$ cat config.mk
export PLATFORM = sky130hd
export DESIGN_NAME = bram_req_server
export DESIGN_NICKNAME = d
export VERILOG_FILES = /design/src/rtl/bram_req_pkg.sv /design/src/rtl/bram_rsp_fifo.sv /design/src/rtl/bram_req_server.sv
export SDC_FILE = /design/constraint.sdc
export NUM_CORES = 1
export LEC_CHECK = 0
export ABC_AREA = 0
export CAP_MARGIN = 20
export CORE_ASPECT_RATIO = 0.5
export CORE_UTILIZATION = 34
export CTS_BUF_LIST = sky130_fd_sc_hd__clkbuf_4 sky130_fd_sc_hd__clkbuf_8 sky130_fd_sc_hd__clkbuf_16
export CTS_CLUSTER_SIZE = 14
export DETAILED_ROUTE_END_ITERATION = 12
export PLACE_DENSITY = 0.61
export SLEW_MARGIN = 25
export SYNTH_ARGS = -nofsm -noshare
export SYNTH_HDL_FRONTEND = slang
export SYNTH_HIERARCHICAL = 1
export SYNTH_SLANG_ARGS = --single-unit
$ cat constraint.sdc
create_clock -name CLK -period 2 [get_ports CLK]
set_input_delay 0.4 -clock CLK [delete_from_list [all_inputs] [get_ports CLK]]
set_output_delay 0.4 -clock CLK [all_outputs]
set_load 0.1 [all_outputs]
$ cat src/rtl/bram_req_pkg.sv
// Shared sizing helpers for the BRAM request server and its response FIFO.
package bram_req_pkg;

    function automatic int lat(input int pipelined);
        return (pipelined != 0) ? 2 : 1;
    endfunction

    function automatic int credit_w(input int depth);
        return $clog2(depth + 1);
    endfunction

    function automatic int ptr_w(input int depth);
        return (depth > 1) ? $clog2(depth) : 1;
    endfunction

endpackage

$ cat src/rtl/bram_rsp_fifo.sv
// In-order response FIFO with wrap-around pointers and an occupancy count.
module bram_rsp_fifo
    import bram_req_pkg::*;
#(
    parameter int DATA_WIDTH = 8,
    parameter int DEPTH      = 4
) (
    input  logic                       CLK,
    input  logic                       RST_N,
    input  logic                       wr_en,
    input  logic [DATA_WIDTH-1:0]      wr_data,
    input  logic                       rd_en,
    output logic [DATA_WIDTH-1:0]      rd_data,
    output logic [credit_w(DEPTH)-1:0] count
);

    localparam int PW = ptr_w(DEPTH);
    localparam int CW = credit_w(DEPTH);

    logic [DATA_WIDTH-1:0] mem [DEPTH];
    logic [PW-1:0]         wr_ptr;
    logic [PW-1:0]         rd_ptr;
    logic                  do_rd;

    assign do_rd   = rd_en && (count != '0);
    assign rd_data = mem[rd_ptr];

    always_ff @(posedge CLK or negedge RST_N) begin
        if (!RST_N) begin
            wr_ptr <= '0;
            rd_ptr <= '0;
            count  <= '0;
        end else begin
            if (wr_en) wr_ptr <= wr_ptr + PW'(1);
            if (do_rd) rd_ptr <= rd_ptr + PW'(1);
            if (wr_en && !do_rd)
                count <= count + CW'(1);
            else if (!wr_en && do_rd)
                count <= count - CW'(1);
        end
    end

    always_ff @(posedge CLK) begin
        if (wr_en) mem[wr_ptr] <= wr_data;
    end

`ifndef SYNTHESIS
    // Credits guarantee space; a push into a full FIFO means the credit logic is broken.
    always_ff @(posedge CLK) begin
        if (RST_N) assert (!(wr_en && !do_rd && count == CW'(DEPTH)));
    end
`endif

endmodule

$ cat src/rtl/bram_req_server.sv
// Valid/ready front end for one BRAM port with credit-based response buffering.
// Optional macro BRAM_REQ_SERVER_WRITE_ACK_EN: writes also return the merged word as an ack.
module bram_req_server
    import bram_req_pkg::*;
#(
    parameter int ADDR_WIDTH = 1,
    parameter int DATA_WIDTH = 8,
    parameter int CHUNKSIZE  = 8,
    parameter int WE_WIDTH   = 1,
    parameter int PIPELINED  = 0,
    parameter int RSP_DEPTH  = 4
) (
    input  logic                           CLK,
    input  logic                           RST_N,
    input  logic                           REQ_VALID,
    output logic                           REQ_READY,
    input  logic [WE_WIDTH-1:0]            REQ_WE,
    input  logic [ADDR_WIDTH-1:0]          REQ_ADDR,
    input  logic [DATA_WIDTH-1:0]          REQ_DATA,
    output logic                           RSP_VALID,
    input  logic                           RSP_READY,
    output logic [DATA_WIDTH-1:0]          RSP_DATA,
    output logic [credit_w(RSP_DEPTH)-1:0] CREDITS,
    output logic                           BRAM_EN,
    output logic [WE_WIDTH-1:0]            BRAM_WE,
    output logic [ADDR_WIDTH-1:0]          BRAM_ADDR,
    output logic [DATA_WIDTH-1:0]          BRAM_DI,
    input  logic [DATA_WIDTH-1:0]          BRAM_DO
);

    localparam int L  = lat(PIPELINED);
    localparam int CW = credit_w(RSP_DEPTH);

    if (DATA_WIDTH != WE_WIDTH * CHUNKSIZE) begin : g_bad_width
        $error("DATA_WIDTH must equal WE_WIDTH*CHUNKSIZE");
    end

    logic          accept;
    logic          rsp_gen;
    logic          deq;
    logic [CW-1:0] credits;
    logic [CW-1:0] fifo_count;
    logic [L-1:0]  expect_sr;

    assign REQ_READY = RST_N && (credits != '0);
    assign accept    = REQ_VALID && REQ_READY;

`ifdef BRAM_REQ_SERVER_WRITE_ACK_EN
    assign rsp_gen = accept;
`else
    assign rsp_gen = accept && (REQ_WE == '0);
`endif

    assign BRAM_EN   = accept;
    assign BRAM_WE   = accept ? REQ_WE : '0;
    assign BRAM_ADDR = REQ_ADDR;
    assign BRAM_DI   = REQ_DATA;

    assign RSP_VALID = (fifo_count != '0);
    assign deq       = RSP_VALID && RSP_READY;
    assign CREDITS   = credits;

    always_ff @(posedge CLK or negedge RST_N) begin
        if (!RST_N) begin
            credits   <= CW'(RSP_DEPTH);
            expect_sr <= '0;
        end else begin
            if (rsp_gen && !deq)
                credits <= credits - CW'(1);
            else if (!rsp_gen && deq)
                credits <= credits + CW'(1);
            // Tail bit marks the cycle in which BRAM_DO carries the requested word.
            expect_sr <= (expect_sr << 1) | L'(rsp_gen);
        end
    end

    bram_rsp_fifo #(
        .DATA_WIDTH (DATA_WIDTH),
        .DEPTH      (RSP_DEPTH)
    ) u_fifo (
        .CLK     (CLK),
        .RST_N   (RST_N),
        .wr_en   (expect_sr[L-1]),
        .wr_data (BRAM_DO),
        .rd_en   (deq),
        .rd_data (RSP_DATA),
        .count   (fifo_count)
    );

`ifndef SYNTHESIS
    always_ff @(posedge CLK) begin
        if (RST_N) assert (32'(credits) + $countones(expect_sr) + 32'(fifo_count) == RSP_DEPTH);
    end
`endif

endmodule

==> flow_metrics.py, run 1 <==
metrics = {
    "timing": {
        "final.min_clock_period_ns": 2.055,
        "hold_viol_final": 0,
        "fin_worst_skew_ns": 0.009160,
        "drv_slew": 0,
        "setup_viol": 2,
        "setup_slack_ns": -0.05484,
        "max_freq_mhz": 486.7,
        "timing.hold.ws_ns": 0.4833,
        "worstMarginPinSlew_ns": 0.4462,
        "maxSlewHeadroom": 0.7026,
        "fin_crit_sh": 1.027,
        "grt_setup_unrepaired": "yes",
    },
    "cells_and_area": {
        "drive_gt1_frac": 0.4583,
        "final_cell_area_sq_mm": 0.002587,
        "area_growth_pct": 39.54,
        "antenna_cells": 0,
        "fillCellCount": 422,
        "fin_nets": 173,
    },
    "yosys": {
        "synthFlopType": "edfxtp_1",
        "synth_area_leaders": "edfxtp_1 (52%), dfrtp_1 (13%), mux4_2 (9.7%)",
        "synth_area_sq_mm": 0.001854,
        "synth_most_common_cell": "edfxtp_1",
        "synth_seq_area_share": 0.6673,
        "avgSynthCellArea_sq_um": 17.66,
        "synth_top_area_frac": 0.5182,
        "synth-seq-cells": 43,
        "synth.top_cells.by_count": "edfxtp_1 (32), dfrtp_1 (10), buf_4 (9)",
        "ys_async_sr_fraction": 0.2558,
        "ys_warn_count": 6,
        "synthCells": 105,
        "synth_cell_types": 24,
        "yosys.area.top_type": "edfxtp_1",
        "synth-edff-count": 32,
        "synth_nets": 135,
    },
    "die": {
        "die_area_sq_mm": 0.005771,
        "die_h_microns": 54.22,
        "ioPinCount": 46,
        "die_width_microns": 106.4,
        "coreArea_sq_mm": 0.005090,
        "start_util": 0.3643,
        "rows": 18,
    },
    "clock_network": {
        "h-tree-depth": 2,
        "clock_path_buffers": 2,
        "cts-root-buf": "clkbuf_8",
        "cts_made_buffers": 5,
        "cts.reportedPaths.clkPinSlew_ns": 0.07,
        "cts_sinks": 43,
        "cts_tree": "built",
        "insertion_delay_ns": 0.29,
    },
    "critical_path": {
        "cp_slowest_cell": "dfstp_4",
        "worstPathRequired_ns": 1.60,
        "cp-start-kind": "register",
        "arrival_ns": 1.65,
        "crit_path_end_kind": "output port",
        "crit_family": "simple AND/OR/NAND/NOR gates",
        "max_stage_delay_ns": 0.47,
        "cp_max_fo": 2,
        "path_cells": "or3_4, and3_4, buf_6, and2_4, buf_12",
        "crit_type": "register to output port",
        "worstPathBufferInverterCount": 2,
    },
    "routing": {
        "wl_per_cell_microns": 13.46,
        "wl_microns": 2880,
        "drc": 0,
        "viasPerCell": 4.397,
        "drt_iter0_drc": 30,
        "dr.pass1.iters": 4,
        "num_vias": 941,
        "ant_nets": 0,
    },
    "run": {
        "maxCapViolations": 0,
    },
    "placed_design": {
        "place_area_sq_mm": 0.002409,
        "place_congestion": 0.7328,
        "port_buffers": 27,
        "dpl.hpwl_microns": 2025,
    },
    "global_routing": {
        "grt_first_pass_wirelength_microns": 4388,
        "antenna_found_initial": 0,
        "grt_pass1_vias": 907,
        "grt_overflow_total": 0,
        "grt_max_degree": 14,
        "grt_use_total": 0.1082,
    },
    "hold_path": {
        "hp-class": "input port to asynchronous set/reset pin",
    },
    "outcome": {
        "violations": "setup timing",
        "outcome": "finished, violations left",
    },
}
==> layout make-up <==
class | instances | area [sq um] | share of cell area
sequential | 43 | 1245 | 0.4811
multi-input combinational | 44 | 565.5 | 0.2186
timing repair buffer | 42 | 524.3 | 0.2026
tap | 70 | 87.58 | 0.03385
clock buffer | 6 | 76.32 | 0.02950
clock inverter | 2 | 60.06 | 0.02321
inverter | 7 | 28.78 | 0.01112
==> metal layers <==
metal  wire length [microns]  vias up  track usage
met2                    1445       23       0.1851
li1                        -      448            -
met5                       0        -            0
met3                     126       12      0.03452
met1                    1248      458       0.1284
met4                      59        0      0.05479
==> placed cells by master (no fill, tap or decap), drive strengths merged <==
cell type      synthesis  final
edfxtp                32     32
buf                   10     30
clkdlybuf4s50          0     12
dfrtp                 10     10
mux4                   8      8
inv                    7      7
clkbuf                 1      6
and2                   6      6
ha                     6      6
xor2                   5      5
xnor2                  4      4
or3                    2      2
nor2                   2      2
fa                     2      2
bufinv                 0      2
nand2                  2      2
dfstp                  1      1
and3                   1      1
nor2b                  1      1
mux2i                  1      1
o31ai                  1      1
mux2                   1      1
o21ai                  1      1
o311ai                 1      1
==> flip-flops by register name, indices dropped and copies added, names as in the netlist <==
signal	cells
CREDITS	3
u_fifo/mem	32
expect_sr	1
u_fifo/wr_ptr	2
u_fifo/count	3
u_fifo/rd_ptr	2
==> cell families after synthesis <==
kind of cell,synth area share
xor gates and xnor gates,0.04251
DFF,0.6673
muxes,0.1086
adders and majority gates,0.06208
AOI/OAI and AO/OA,0.01417
and+or+nand+nor,0.04589
buffers and inverters,0.05938
==> final timing paths <==
kind                       cells after the start  slack [ns]                         start                            to
hold / removal                                 2        0.48                         RST_N  u_fifo/rd_ptr[0]$_DFFE_PN0P_
max in group asynchronous                      2        1.29                         RST_N        CREDITS[2]$_DFFE_PN1P_
hold reg to reg                                1        0.53  u_fifo/wr_ptr[0]$_DFFE_PN0P_  u_fifo/wr_ptr[0]$_DFFE_PN0P_
setup / recovery                               5       -0.05        CREDITS[2]$_DFFE_PN1P_                       BRAM_WE
setup reg to reg                               9       -0.02        CREDITS[2]$_DFFE_PN1P_        CREDITS[2]$_DFFE_PN1P_
min in group CLK                               1        0.53  u_fifo/wr_ptr[0]$_DFFE_PN0P_  u_fifo/wr_ptr[0]$_DFFE_PN0P_
==> worst reg2reg max path, stage by stage, from the launching register on <==
cell and delay (ns):
dfstp_4 0.62, or3_4 0.11, and3_4 0.17, nor2b_4 0.16
ha_4 0.14, inv_2 0.03, fa_2 0.32, xor2_1 0.14
nor2_1 0.11, xor2_1 0.15
==> through the flow <==
step                      instances  setup TNS, ns    util  setup slack, ns
after floorplan                 105         -1.617       -          -0.5102
after global placement          203        -0.5824  0.4732          -0.2407
after detailed placement        203        -0.6414  0.4732          -0.2585
after CTS                       212        -0.1609  0.5047          -0.1147
after global routing            214        -0.5536  0.5084          -0.1197
final                           214       -0.07767  0.5084         -0.05484
==> repair_timing <==
item / 4_1_cts / 5_1_grt
gates resized for setup: 4 / 1
buffers inserted: 1 / 2
pin swaps: 6 / 1
endpoints found under the setup margin: 12 / 14
hold buffers: 0 / 0
Power of run 1 is left out: the tool's default activity adds up to more than one toggle a clock period on the data nets, which glitch-free logic cannot reach.
==> run 2: changes to the inputs <==
- CTS_CLUSTER_DIAMETER: unset -> 100
==> results of run 2 <==
Final layout, timing and power as in run 1 (identical DEF).
Power of run 2 is left out for the same reason.
